[src/rtl/memcpy_sched_pkg.sv]
// memcpy_sched_pkg: shared scheduler state encoding and write-response line decode
package memcpy_sched_pkg;
  typedef enum logic [1:0] {IDLE, RUN, DRAIN, REPORT} state_t;
  function automatic logic [2:0] rsp_lines(input logic [1:0] code);
    return code == 2'd0 ? 3'd1 : code == 2'd1 ? 3'd2 : code == 2'd3 ? 3'd4 : 3'd0;
  endfunction
endpackage

[src/rtl/memcpy_rsp_counter.sv]
// memcpy_rsp_counter: accumulates acknowledged write lines and flags protocol violations
module memcpy_rsp_counter
  import memcpy_sched_pkg::*;
(
  input  logic        clk,
  input  logic        rst_n,
  input  logic        i_clr,
  input  logic        i_en,
  input  logic        i_rsp_valid,
  input  logic [1:0]  i_rsp_cl_num,
  input  logic [31:0] i_num_lines,
  output logic [31:0] o_count,
  output logic        o_proto_err
);
  logic [31:0] r_count;
  logic        r_proto_err;
  logic        w_hit;
  assign w_hit = i_en && i_rsp_valid;
  assign o_count = r_count;
  assign o_proto_err = r_proto_err;
  // count lines per response; code 2 or an over-count latches the sticky error
  always_ff @(posedge clk or negedge rst_n) begin
    if (!rst_n) begin
      r_count     <= '0;
      r_proto_err <= 1'b0;
    end else if (i_clr) begin
      r_count     <= '0;
      r_proto_err <= 1'b0;
    end else begin
      if (w_hit) r_count <= r_count + 32'(rsp_lines(i_rsp_cl_num));
      if ((w_hit && i_rsp_cl_num == 2'd2) || (i_en && r_count > i_num_lines)) r_proto_err <= 1'b1;
    end
  end
endmodule

[src/rtl/memcpy_req_sched.sv]
// memcpy_req_sched: issues cache-line reads for a copy job under an in-flight cap and reports completion
module memcpy_req_sched
  import memcpy_sched_pkg::*;
#(
  parameter int MAX_INFLIGHT = 62,
  parameter int ADDR_W       = 42
) (
  input  logic              clk,
  input  logic              rst_n,
  input  logic              i_start,
  input  logic              i_abort,
  input  logic [ADDR_W-1:0] i_src_addr,
  input  logic [ADDR_W-1:0] i_status_addr,
  input  logic [31:0]       i_num_lines,
  input  logic              i_c0_alm_full,
  input  logic              i_c1_alm_full,
  input  logic              i_wr_rsp_valid,
  input  logic [1:0]        i_wr_rsp_cl_num,
  output logic              o_rd_req_valid,
  output logic [ADDR_W-1:0] o_rd_req_addr,
  output logic [15:0]       o_rd_req_mdata,
  output logic              o_rpt_valid,
  input  logic              i_rpt_ready,
  output logic [ADDR_W-1:0] o_rpt_addr,
  output logic [63:0]       o_rpt_cycles,
  output logic              o_busy,
  output logic              o_done,
  output logic              o_start_err,
  output logic              o_proto_err,
  output logic [31:0]       o_issued_cnt,
  output logic [31:0]       o_completed_cnt
);
  state_t            r_state;
  logic [ADDR_W-1:0] r_src, r_status, r_rd_addr;
  logic [31:0]       r_num, r_issued;
  logic [63:0]       r_cycles;
  logic [15:0]       r_rd_mdata;
  logic              r_rd_valid, r_done, r_start_err;
  logic [31:0]       w_completed;
  logic              w_accept, w_issue, w_active, w_abort;
  assign w_abort  = i_abort && r_state != IDLE;
  assign w_active = r_state == RUN || r_state == DRAIN;
  assign w_accept = r_state == IDLE && i_start && !i_abort && |i_num_lines && |i_src_addr && |i_status_addr;
  assign w_issue  = r_state == RUN && !i_abort && !i_c0_alm_full && !i_c1_alm_full &&
                    (r_issued - w_completed) < 32'(MAX_INFLIGHT) && r_issued < r_num;
  memcpy_rsp_counter u_rsp (
    .clk          (clk),
    .rst_n        (rst_n),
    .i_clr        (w_accept),
    .i_en         (w_active),
    .i_rsp_valid  (i_wr_rsp_valid),
    .i_rsp_cl_num (i_wr_rsp_cl_num),
    .i_num_lines  (r_num),
    .o_count      (w_completed),
    .o_proto_err  (o_proto_err)
  );
  assign o_rd_req_valid  = r_rd_valid;
  assign o_rd_req_addr   = r_rd_addr;
  assign o_rd_req_mdata  = r_rd_mdata;
  assign o_rpt_valid     = r_state == REPORT;
  assign o_rpt_addr      = r_status;
  assign o_rpt_cycles    = r_cycles;
  assign o_busy          = r_state != IDLE;
  assign o_done          = r_done;
  assign o_start_err     = r_start_err;
  assign o_issued_cnt    = r_issued;
  assign o_completed_cnt = w_completed;
  // job FSM: issue, drain, report; abort from any busy state returns to IDLE keeping counters
  always_ff @(posedge clk or negedge rst_n) begin
    if (!rst_n) begin
      r_state     <= IDLE;
      r_src       <= '0;
      r_status    <= '0;
      r_num       <= '0;
      r_issued    <= '0;
      r_cycles    <= '0;
      r_rd_valid  <= 1'b0;
      r_rd_addr   <= '0;
      r_rd_mdata  <= '0;
      r_done      <= 1'b0;
      r_start_err <= 1'b0;
    end else begin
      r_rd_valid  <= w_issue;
      r_done      <= r_state == REPORT && i_rpt_ready && !i_abort;
      r_start_err <= i_start && (r_state != IDLE || (!i_abort && !w_accept));
      if (w_issue) begin
        r_rd_addr  <= r_src + ADDR_W'(r_issued);
        r_rd_mdata <= r_issued[15:0];
        r_issued   <= r_issued + 32'd1;
      end
      if (w_active && ~&r_cycles) r_cycles <= r_cycles + 64'd1;
      if (w_abort) r_state <= IDLE;
      else begin
        case (r_state)
          IDLE: if (w_accept) begin
            r_state  <= RUN;
            r_src    <= i_src_addr;
            r_status <= i_status_addr;
            r_num    <= i_num_lines;
            r_issued <= '0;
            r_cycles <= '0;
          end
          RUN:     if (w_issue && r_issued + 32'd1 == r_num) r_state <= DRAIN;
          DRAIN:   if (w_completed >= r_num) r_state <= REPORT;
          REPORT:  if (i_rpt_ready) r_state <= IDLE;
          default: r_state <= IDLE;
        endcase
      end
    end
  end
endmodule

[config.mk]
export PLATFORM = sky130hd
export DESIGN_NAME = memcpy_req_sched
export DESIGN_NICKNAME = d
export VERILOG_FILES = /design/src/rtl/memcpy_sched_pkg.sv /design/src/rtl/memcpy_rsp_counter.sv /design/src/rtl/memcpy_req_sched.sv
export SDC_FILE = /design/constraint.sdc
export NUM_CORES = 1
export LEC_CHECK = 0
export CAP_MARGIN = 5
export CORE_UTILIZATION = 39
export CTS_CLUSTER_DIAMETER = 200
export DETAILED_ROUTE_END_ITERATION = 10
export PLACE_DENSITY = 0.59
export SLEW_MARGIN = 25
export SYNTH_ARGS = -nofsm -noshare
export SYNTH_HDL_FRONTEND = slang
export SYNTH_HIERARCHICAL = 1
export SYNTH_SLANG_ARGS = --single-unit
[constraint.sdc]
create_clock -name clk -period 5.6 [get_ports clk]
set_clock_uncertainty 0.15 [all_clocks]
set_input_delay 1.12 -clock clk [delete_from_list [all_inputs] [get_ports clk]]
set_output_delay 1.12 -clock clk [all_outputs]
set_load 0.01 [all_outputs]
---- After elaboration in Yosys (flattened, before gate mapping) ----
Index checks and enable logic that the tools add are counted.
storage, ports and cells
  register bits ........................... 308
  input port bits ......................... 126
  word-level logic and storage cells ...... 94
operators by class
  bitwise gates (word level) .............. 1
  order comparisons ....................... 4
  $add $sub $neg .......................... 5
  muxes and demuxes ....................... 21
  equal/unequal tests ..................... 11
  reduce and logical (&&, ||, !) cells .... 39
operators by type and width
  cell                   number
  $mux 64                4
  $mux 32                6
  $reduce_or 42->1       2
  $add 64x1->64 const B  1
  $reduce_and 64->1      1
  $add 42x32->42         1
  $add 32x1->32 const B  1
  $add 32x3->32          1
  $eq 32x32->1           1
  $ge 32x32->1           1
  $gt 32x32->1           1
  $lt 32x32->1           1
  $lt 32x6->1 const B    1
  $reduce_or 32->1       1
  $sub 32x32->32         1
  $logic_and 1x1->1      20
  $mux 2                 5
  $mux 3                 3
  $eq 2x2->1 const B     4
  $pmux 2 s4             1
  $ne 3x2->1 const B     2
  $reduce_bool 2->1      3
  $logic_not 1->1        5
  $eq 2x1->1 const B     2
  other kinds (8)        12

---- Depth between registers and ports, before layout ----
  depth after elaboration ................. 10
  depth in mapped cells ................... 18
  gate-level depth less buffers ........... 14

---- Cells and area by module ----
The synthesis kept the hierarchy.
by module, submodules not included
  module              times used  cells an instance  area an instance (um^2)  sequential area each (um^2)
  memcpy_req_sched    1           1973               18591.6                  6881.6
  memcpy_rsp_counter  1           299                2547.4                   825.8

---- Worst setup path before layout ----
Ideal clock, no wire load.
  path type ............................... input port to flip-flop
  start ................................... in i_num_lines[28]
  end ..................................... reg u_rsp.r_count[29] (netlist: u_rsp/o_count[29])
  setup time .............................. 0.078 ns
  setup slack ............................. 1.178 ns
  cell stages on the path ................. 13
  data required time ...................... 5.372 ns
  arrival time ............................ 4.194 ns
  buffers on the path ..................... 5
  path through ............................ nor4_1 nand4_1 nor2_1 nor4_1 clkbuf_1 buf_1 clkbuf_1 clkbuf_1 o21ai_0 or4_1 buf_2 or4_1 a21oi_1
between the ends
  longest elaborated chain between the ends .. 5
RTL lines
  item                                                 RTL line                  source
  start, declared                                      memcpy_req_sched.sv:14    input logic [31:0] i_num_lines,
  $reduce_or 32->1 (*)                                 memcpy_req_sched.sv:43    assign w_accept = r_state == IDLE && i_start && !i_abort && |i_num_lines && |i_src_addr && |i_status_addr;
  $logic_and 1x1->1 (*) (3 in a row)                   memcpy_req_sched.sv:43
  net w_accept                                         memcpy_req_sched.sv:40    logic w_accept, w_issue, w_active, w_abort;
  $mux 32 / $reduce_bool 2->1 (equally long branches)  n/a
  end signal, assigned                                 memcpy_rsp_counter.sv:30  if (w_hit) r_count <= r_count + 32'(rsp_lines(i_rsp_cl_num));
  end, declared                                        memcpy_rsp_counter.sv:15  logic [31:0] r_count;
The timed path passes the listed nets; every way through them passes the cells marked *.
A chain may end at the register's enable or synchronous reset.

---- Worst setup path after layout ----
  start ................................... reg r_issued[8] (netlist: o_issued_cnt[8])
  end ..................................... reg r_issued[2] (netlist: o_issued_cnt[2])
between the ends
  longest elaborated chain between the ends .. 8
RTL lines
  item                    RTL line                source
  start, declared         memcpy_req_sched.sv:35  logic [31:0] r_num, r_issued;
  start signal, assigned  memcpy_req_sched.sv:89  r_issued <= r_issued + 32'd1;
  $sub 32x32->32          memcpy_req_sched.sv:45  (r_issued - w_completed) < 32'(MAX_INFLIGHT) && r_issued < r_num;
  $lt 32x6->1             memcpy_req_sched.sv:45
  $logic_and 1x1->1       memcpy_req_sched.sv:44  assign w_issue = r_state == RUN && !i_abort && !i_c0_alm_full && !i_c1_alm_full &&
  $logic_and 1x1->1 (*)   memcpy_req_sched.sv:45
  $mux 32 (*)             memcpy_req_sched.sv:86  if (w_issue) begin
  $mux 32                 memcpy_req_sched.sv:95  IDLE: if (w_accept) begin
  $mux 32                 memcpy_req_sched.sv:94  case (r_state)
  $mux 32 (*)             memcpy_req_sched.sv:92  if (w_abort) r_state <= IDLE;
Every way passes the cells marked *; elsewhere a longest branch is shown, timed or not.

==> results.json <==
{
  "num_rows": 84,
  "cts-resized-gates": 0,
  "die_h_um": 234.8,
  "grt_max_degree": 139,
  "critPathArrivalTime_ps": 5250,
  "cts_root_buffer": "clkbuf_16",
  "netlist_instances": 2272,
  "crit_family": "simple AND/OR/NAND/NOR gates",
  "cts_setup_buffers": 0,
  "gp_congestion": 1.003,
  "crit_slowest_cell": "nor4b_1",
  "cts_sinks": 308,
  "post-place-ws_ps": 376.0,
  "rrSetupSlack_ps": 670,
  "crit_fanout": 46,
  "drtAntennaViolNets": 0,
  "ctsHtreeMaxLevel": 2,
  "reg2reg_from": "o_issued_cnt[8]",
  "hold_viol": 0,
  "cts_inserted_buffers": 39,
  "synth_top_cell_area_share_pct": 36.46,
  "place_hpwl_um": 57300,
  "maxCapViolations": 0,
  "area_delta_synth_final_pct": 28.14,
  "finalSetupViolCount": 0,
  "mostFrequentLayoutCells": "358 x clkdlybuf4s50_1, 308 x dfrtp_1, 191 x nand2_1",
  "die-area_um2": 55140,
  "wl_per_cell_um": 22.10,
  "path_buf_inv": 2,
  "start_util_pct": 39.83,
  "syn_area_um2": 21140,
  "slew_headroom_pct": 17.04,
  "async_reset_ff_share_pct": 100.0,
  "post-route-min-period_ps": 4929,
  "layout_setup_ws_ps": 671.5,
  "route.detailed.drc": 0,
  "worstMarginPinSlew_ps": 1235,
  "grt_pass1_wl_um": 114200,
  "p_leak_nw": 12.09,
  "grtUsageMet2_pct": 44.43,
  "grtUsageMet1_pct": 33.46,
  "coreArea_um2": 53080,
  "synthDistinctLibCells": 93,
  "final_common_cell": "clkdlybuf4s50_1",
  "via_per_inst": 5.687,
  "first_pass_iters": 5,
  "synth-edff-count": 0,
  "grt_pass1_vias": 19160,
  "timing.fmax_ghz": 0.2029,
  "vias": 19140,
  "worstSetupStartpointType": "flop",
  "top_usage_layer": "met2",
  "post-route-period-util_pct": 88.01,
  "syn-num-nets": 2568,
  "slowest_delay_ps": 540,
  "synth_area_leaders": "dfrtp_1 36%, ha_1 9.9%, mux2_2 7.0%",
  "layout-drive-gt1-share_pct": 11.73,
  "hold_class": "flop to flop",
  "outcome": "completed",
  "hp-start": "o_rd_req_addr[38]",
  "seq_area_frac_synth_pct": 36.46,
  "fin_cells": 3366,
  "ctsHoldBuffers": 0,
  "insertion_delay_ps": 590,
  "powerDensity_nw_per_um2": 346.4,
  "cts_tree": "yes",
  "nNetsFinal": 2946,
  "setup_tns_ps": 0,
  "path_cells": "ha_1 -> nor3b_1 -> nor4b_1 -> buf_4 -> o311a_1 -> o2111ai_1 -> and4bb_1 -> nand4b_1 -> nor4b_1 -> nand4b_1 -> or3_1 -> buf_4 -> or4_1 -> o21ai_0",
  "worstSetupEndpointType": "flop",
  "grt-ovfl-total": 0,
  "drt_iter0_markers": 1332,
  "slew_violations": 0,
  "required_ps": 5920,
  "peakVddDrop_v": 0.0003002,
  "yosys_most_used_dff": "dfrtp_1",
  "port_buffers": 359,
  "worstSetupPathType": "flop to flop",
  "postSynthAreaPerCell_um2": 9.304,
  "finalWirelength_um": 74390,
  "ios": 360,
  "synth_seq_cells": 308,
  "met3_usage_pct": 6.332,
  "r2r_end": "o_issued_cnt[2]",
  "antenna_found_initial": 5,
  "rsz0062_at_grt": "no",
  "cp.depth": 14,
  "synth_top_area_cell": "dfrtp_1",
  "die_w_um": 234.8,
  "whs_endpoint": "o_rd_req_addr[38]",
  "placed_cells": 3297,
  "synth-warning-count": 6,
  "clock_path_buffers": 3,
  "reg2reg_depth": 14,
  "fin_hold_ws_ps": 336.2,
  "grt_util_all_layers_pct": 26.62,
  "path_clk_slew_ps": 60,
  "hold_depth": 1
}
-- per-stage QoR --
stage,power [mW],cell area [um2],util [%]
after floorplan,5.258,21140,-
after global placement,6.601,25750,48.51
after detailed placement,6.690,25760,48.53
after CTS,9.431,27080,51.03
after global routing,9.943,27080,51.03
final,9.384,27090,51.03
-- routing by layer --
metal	vias up	wire, um
li1	9011	-
met1	9417	31780
met2	596	35050
met3	114	4880
met4	4	2656
met5	-	26
-- cells by family (layout without fill, tap and decap cells) --
family / after synthesis / count (layout) / synth area share (%)
flip-flops: 308 / 308 / 36.46
buffers and inverters: 227 / 632 / 4.510
XOR/XNOR: 156 / 156 / 6.463
other: 0 / 1 / 0
multiplexers: 171 / 171 / 8.943
AO/OA/AOI/OAI: 438 / 438 / 13.47
AND/OR/NAND/NOR: 802 / 802 / 19.99
adder cells (fa/ha/maj): 170 / 170 / 10.17
-- area by class of cell --
type | count | area, um2
Antenna cell | 1 | 2.502
Clock inverter | 15 | 246.5
Timing Repair Buffer | 426 | 4164
Fill cell | 4915 | 25990
Inverter | 138 | 518.0
Clock buffer | 53 | 1079
Sequential cell | 308 | 7707
Tap cell | 688 | 860.8
Multi-Input combinational cell | 1737 | 12510
-- state kept, by name, indices dropped and copies added, names as in the netlist, 2 cells and up --
name	flops
o_rpt_cycles	64
o_rpt_addr	42
o_rd_req_mdata	16
r_num	32
o_rd_req_addr	42
r_state	2
r_src	42
o_issued_cnt	32
u_rsp/o_count	32
-- synthesized netlist by cell type (14+ instances only) --
cell,n
a211oi_1,14
a21o_1,43
a21oi_1,110
a31oi_1,22
and2_1,20
and3_1,38
and4_1,22
buf_2,22
clkbuf_1,44
dfrtp_1,308
ha_1,167
inv_1,137
mux2_2,131
mux2i_1,28
nand2_1,191
nand3_1,71
nand4_1,67
nor2_1,156
nor2b_1,22
nor3_1,38
nor4_1,55
o21a_1,17
o21ai_0,115
or2_2,19
or3_1,23
or4_1,23
xnor2_1,81
xor2_1,75
-- power breakdown --
group	switching (mW)	internal [mW]	total, mW
Sequential	0.427	2.70	3.12
Combinational	1.93	1.65	3.58
Clock	1.05	1.63	2.68
-- worst max path at each step --
stage / startpoint / to
after global routing: o_issued_cnt[17] / o_issued_cnt[9]
after detailed placement: i_abort / o_issued_cnt[27]
final: o_issued_cnt[8] / o_issued_cnt[2]
after global placement: i_abort / r_state[0]
after CTS: o_issued_cnt[8] / o_issued_cnt[27]
after floorplan: i_num_lines[28] / u_rsp/o_count[29]
-- worst register-to-register path, delay by kind of cell, from the launching register on --
family                   cells  cell delay [ps]
adder cells (fa/ha/maj)      1              450
AND/OR/NAND/NOR              8             2830
AO/OA/AOI/OAI                3              370
flip-flops                   1              480
buffers and inverters        2              550
(Power assumes the default switching activity.)
